--- src/rtl/op_pkg.sv ---
// op_pkg: operation byte codes and scheduler state encoding shared by the command scheduler
package op_pkg;
    localparam logic [7:0] OPERATE_IGNORE   = 8'h00;
    localparam logic [7:0] OPERATE_GET      = 8'h01;
    localparam logic [7:0] OPERATE_PUT      = 8'h02;
    localparam logic [7:0] OPERATE_THROW    = 8'h03;
    localparam logic [7:0] OPERATE_INTERACT = 8'h04;

    typedef enum logic [1:0] {
        ST_IDLE = 2'd0,
        ST_SEND = 2'd1,
        ST_GAP  = 2'd2
    } sched_state_t;
endpackage

--- src/rtl/op_fifo.sv ---
// op_fifo: DEPTH x 8 command FIFO; callers never write when full nor pop when empty
module op_fifo #(
    parameter int DEPTH = 4
) (
    input  logic                     clk,
    input  logic                     rst_n,
    input  logic                     wr_en,
    input  logic [7:0]               wr_data,
    input  logic                     pop,
    output logic [7:0]               head,
    output logic [$clog2(DEPTH):0]   count,
    output logic                     full,
    output logic                     empty
);
    localparam int AW = $clog2(DEPTH);
    localparam int CW = AW + 1;

    logic [7:0]    mem [DEPTH];
    logic [AW-1:0] wr_ptr;
    logic [AW-1:0] rd_ptr;

    assign head  = mem[rd_ptr];
    assign full  = count == CW'(DEPTH);
    assign empty = count == '0;

    // storage array; occupancy alone decides which entries are meaningful
    always_ff @(posedge clk) begin
        if (wr_en) mem[wr_ptr] <= wr_data;
    end

    // pointers wrap naturally because DEPTH is a power of two
    always_ff @(posedge clk or negedge rst_n) begin
        if (!rst_n) begin
            wr_ptr <= '0;
            rd_ptr <= '0;
            count  <= '0;
        end else begin
            if (wr_en) wr_ptr <= wr_ptr + AW'(1);
            if (pop) rd_ptr <= rd_ptr + AW'(1);
            count <= count + CW'(wr_en) - CW'(pop);
        end
    end
endmodule

--- src/rtl/operate_cmd_scheduler.sv ---
// operate_cmd_scheduler: arbitrates manual/script ops into a FIFO and issues them one at a time; OP_COOLDOWN_EN adds an idle gap after each command
import op_pkg::*;

module operate_cmd_scheduler #(
    parameter int DEPTH      = 4,
    parameter int GAP_CYCLES = 16
) (
    input  logic                   clk,
    input  logic                   rst_n,
    input  logic [7:0]             man_op,
    input  logic                   script_en,
    input  logic                   scr_valid,
    input  logic [7:0]             scr_op,
    output logic                   scr_ready,
    output logic                   tx_valid,
    output logic [7:0]             tx_data,
    input  logic                   tx_ready,
    output logic [$clog2(DEPTH):0] fifo_count,
    output logic [7:0]             drop_cnt
);
    sched_state_t state;
    logic         man_req;
    logic         wr_en;
    logic         pop;
    logic         full;
    logic         empty;
    logic [7:0]   head;

    assign man_req   = man_op != OPERATE_IGNORE;
    assign scr_ready = rst_n & script_en & ~man_req & ~full;
    assign wr_en     = (man_req & ~full) | (scr_valid & scr_ready & (scr_op != OPERATE_IGNORE));
    assign pop       = (state == ST_IDLE) & ~empty;
    assign tx_valid  = state == ST_SEND;

    op_fifo #(.DEPTH(DEPTH)) u_fifo (
        .clk     (clk),
        .rst_n   (rst_n),
        .wr_en   (wr_en),
        .wr_data (man_req ? man_op : scr_op),
        .pop     (pop),
        .head    (head),
        .count   (fifo_count),
        .full    (full),
        .empty   (empty)
    );

    // manual requests have no backpressure, so overflow is only counted
    always_ff @(posedge clk or negedge rst_n) begin
        if (!rst_n) drop_cnt <= '0;
        else if (man_req && full && drop_cnt != 8'hFF) drop_cnt <= drop_cnt + 8'd1;
    end

`ifdef OP_COOLDOWN_EN
    localparam int GW = $clog2(GAP_CYCLES + 1);

    logic [GW-1:0] gap_cnt;

    // issue FSM: pop into tx_data, hold until accepted, then stay quiet for GAP_CYCLES
    always_ff @(posedge clk or negedge rst_n) begin
        if (!rst_n) begin
            state   <= ST_IDLE;
            tx_data <= '0;
            gap_cnt <= '0;
        end else if (pop) begin
            tx_data <= head;
            state   <= ST_SEND;
        end else if (state == ST_SEND && tx_ready) begin
            state   <= ST_GAP;
            gap_cnt <= GW'(GAP_CYCLES - 1);
        end else if (state == ST_GAP) begin
            if (gap_cnt == '0) state <= ST_IDLE;
            else gap_cnt <= gap_cnt - GW'(1);
        end
    end
`else
    // issue FSM: pop into tx_data, hold until accepted, then return straight to idle
    always_ff @(posedge clk or negedge rst_n) begin
        if (!rst_n) begin
            state   <= ST_IDLE;
            tx_data <= '0;
        end else if (pop) begin
            tx_data <= head;
            state   <= ST_SEND;
        end else if (state == ST_SEND && tx_ready) begin
            state   <= ST_IDLE;
        end
    end
`endif
endmodule

--- config.mk ---
export PLATFORM = sky130hd
export DESIGN_NAME = operate_cmd_scheduler
export DESIGN_NICKNAME = d
export VERILOG_FILES = /design/src/rtl/op_pkg.sv /design/src/rtl/op_fifo.sv /design/src/rtl/operate_cmd_scheduler.sv
export SDC_FILE = /design/constraint.sdc
export NUM_CORES = 1
export LEC_CHECK = 0
export CORE_UTILIZATION = 49
export CTS_BUF_LIST = sky130_fd_sc_hd__clkbuf_8
export CTS_CLUSTER_DIAMETER = 30
export CTS_CLUSTER_SIZE = 14
export DETAILED_ROUTE_END_ITERATION = 7
export PLACE_DENSITY = 0.78
export SYNTH_ARGS = -nofsm -noshare
export SYNTH_HDL_FRONTEND = slang
export SYNTH_SLANG_ARGS = --single-unit
--- constraint.sdc ---
create_clock -name clk -period 2.2 [get_ports clk]
set_input_delay 0.44 -clock clk [delete_from_list [all_inputs] [get_ports clk]]
set_output_delay 0.44 -clock clk [all_outputs]
set_load 0.02 [all_outputs]
==> results of run 1 <==
[state kept, by name, indices dropped and copies added (netlist names)]
name / count
drop_cnt: 8
u_fifo.count: 3
u_fifo.wr_ptr: 2
tx_data: 8
state: 1
u_fifo.rd_ptr: 2
u_fifo.mem: 32
[routing by layer]
layer  vias to the layer above  track usage
met5                         -            0
met4                         0       0.1002
met3                        12      0.05663
met2                        44       0.3884
met1                       773       0.2483
li1                        676            -
[kinds of logic after synthesis]
group	Yosys count	synth area share
AOI/OAI and AO/OA	14	0.04988
adders and majority gates	8	0.04376
xor gates and xnor gates	11	0.03919
buffers and inverters	10	0.01934
muxes	19	0.1247
and+or+nand+nor	27	0.08804
DFF	56	0.6351
[power groups by stage]
stage / Clock [mW] / Sequential (mW) / Combinational, mW
finish: 0.568 / 1.86 / 1.90
detailed placement: 0 / 1.88 / 1.87
global route: 0.617 / 1.92 / 2.04
global placement: 0 / 1.84 / 1.77
CTS: 0.579 / 1.87 / 1.90
floorplan: 0 / 1.96 / 0.983
[synthesized netlist by cell type (3+ instances only)]
| master | instances | share of area |
|---|---|---|
| and4_1 | 3 | 0.011 |
| xor2_1 | 3 | 0.011 |
| edfxtp_1 | 32 | 0.39 |
| ha_1 | 7 | 0.036 |
| mux2_2 | 8 | 0.037 |
| and3_1 | 3 | 0.0076 |
| xnor2_1 | 8 | 0.028 |
| inv_1 | 6 | 0.0092 |
| a21o_2 | 8 | 0.028 |
| dfrtp_1 | 24 | 0.24 |
| and2_2 | 3 | 0.0092 |
| nand4_1 | 3 | 0.0076 |
| mux4_2 | 8 | 0.073 |
[area by class of cell]
cell class                      instances  share of cell area
Tap cell                               67             0.02577
Sequential cell                        56              0.4800
Clock buffer                            5             0.02115
Inverter                                6            0.006923
Multi-Input combinational cell         79              0.2862
Timing Repair Buffer                   62              0.1727
Clock inverter                          3            0.007308
[worst register-to-register path, cell delays in order (launching register included)]
cell and delay (ns):
dfrtp_1 0.42, nor3b_4 0.31, a211oi_2 0.08, a31o_4 0.26, inv_2 0.06, ha_4 0.19, inv_2 0.06, ha_4 0.11
inv_2 0.03, fa_2 0.34, xnor2_2 0.14, xnor2_1 0.12
[metrics by stage]
| stage | util | setup WS [ns] | hold slack (ns) | setup TNS (ns) | area, µm² |
|---|---|---|---|---|---|
| floorplan | - | -0.1812 | 0.1444 | -0.2726 | 2494 |
| global placement | 0.6437 | -0.6526 | 0.4773 | -8.091 | 3080 |
| detailed placement | 0.6437 | -0.7426 | 0.4968 | -11.32 | 3080 |
| CTS | 0.6748 | -0.03772 | 0.3220 | -0.03772 | 3229 |
| global route | 0.6797 | -0.1496 | 0.3471 | -0.2162 | 3253 |
| finish | 0.6797 | -0.07353 | 0.3353 | -0.08249 | 3253 |
[what timing repair did]
action,4_1_cts,5_1_grt
gates resized for setup,43,6
pin swaps,11,6
buffers inserted,6,2
setup endpoints to repair,3,3
[worst paths after layout]
path                                       from                to  cells after the start
worst max-delay path                  scr_op[6]   u_fifo.count[2]                     12
max in group asynchronous                 rst_n       drop_cnt[4]                      2
worst max register to register  u_fifo.count[0]   u_fifo.count[2]                     11
worst min register to register      drop_cnt[6]       drop_cnt[6]                      1
min in group clk                      man_op[0]  u_fifo.mem[2][0]                      2
worst min-delay path                      rst_n        tx_data[7]                      2
==> metrics, run 1 <==
status=complete, but fails checks; failing checks=setup timing; slew margin rel.=0.6187; CP max stage cell=nor4_4; Overflow after GRT=0; dpl cells=263; initial antenna violation count=0; Post-DRT Antenna Nets=0; most common cell after layout, fill and taps aside=edfxtp_1; Vias/cell=5.414; Synth Flop Type=edfxtp_1; Netlist cell types=36; Setup CP Type=in2reg; Die Ht=72.84 µm; filler instances=335; Syn. warnings=0; die width=72.84 µm; layout cell share with drive strength beyond 1=0.3981; final net count=239; HPWL Detailed=3850 µm; first-pass detailed-route iteration total=4; RSZ-0062 raised after global routing=true; Worst Path Required=2.41 ns; mean area per synthesized cell=16.96 µm²; Layout area overhead=32.32%; WL/cell=18.85 µm; Cell Rows=25; HP Class=in2async; endpoints failing setup=2; vias=1505; Psw=1.502 mW; DRT met1 WL=2008 µm; most frequent cells in the layout=edfxtp_1, dfrtp_1, clkdlybuf4s50_1, buf_4; FF-to-FF setup slack=-0.02 ns; Internal=2.827 mW; IO buf count=41; routed wire length=5239 µm; clock root cell=clkbuf_8; clock latency on the worst-skew pair=0.31 ns; gr usage total=0.2191; Most common cell on crit path=inv_2; clock network fraction of total power=0.131; CTS tree=yes; fin crit period=2.274 ns; final hold violation count=0; routability cong.=0.8592; slowest stage delay, CP=0.36 ns; first-iteration detailed-routing DRC count=117; Power Total=4.329 mW; Non-Filler Instances=278; Crit path arrival time=2.48 ns; first-pass GRT wire length=8169 µm; core area=4786 µm²; switching fraction of total power=0.3469; max_cap viols=0; ANT cells=0; post-synthesis sequential area ratio=0.6351; max-slew violations=0; top sig layer=met4; skew final=0.004653 ns; VDD IR-drop max=838.1 µV; Worst setup EP type=register; top cell family by delay on the critical path=adder cells; Cells after Synth=145; asr flop ratio synth=0.4286; met2 WL post-DR=2890 µm; Gate power share=0.440; sequential power share=0.429; die area=5305 µm²; #FFs+latches synth=56; buffers plus inverters on the worst setup path=4; Initial Util=0.5137; Mapped Area=2459 µm²; setup ws final=-0.07353 ns; vias in the first global route=1625; Max clock buf depth=2; total nets after synthesis=174; multi-input logic area=930.9 µm²; PwrDens=1331 nW/µm²; Inserted Clock Buffers=5; CP Max Fanout=2; clk sinks=56; pin count of the biggest net entering global routing=25; H-Tree Depth=2; critical path, cell by cell=clkdlybuf4s15_1, nor4_4, a211oi_2, a31o_4, inv_2, ha_4, inv_2, ha_4, inv_2, fa_2, xnor2_2, xnor2_1; DRC errors left=0; CTS Hold Bufs=0; Period Utilization, post-route=1.033; Worst-Margin Slew=0.5719 ns; io pins=42; crit start category=primary input; Storage cell area=1562 µm²; number of flops mapped to enable cells by yosys=32; routed wl met3=224 µm; Fmax=439.8 MHz; Clk pin slew, worst setup/hold paths=0.10 ns; Leakage Power=1.306 nW
Note: power is estimated with default switching activity, not from simulation.
==> run 2: changes to the inputs <==
CAP_MARGIN = 5   (was default)
==> results of run 2 <==
Same layout as run 1: the final DEF is identical, and so are final timing and power.
==> run 3: changes to the inputs <==
SLEW_MARGIN = 10   (was default)
==> results of run 3 <==
Same layout as run 1: the final DEF is identical, and so are final timing and power.
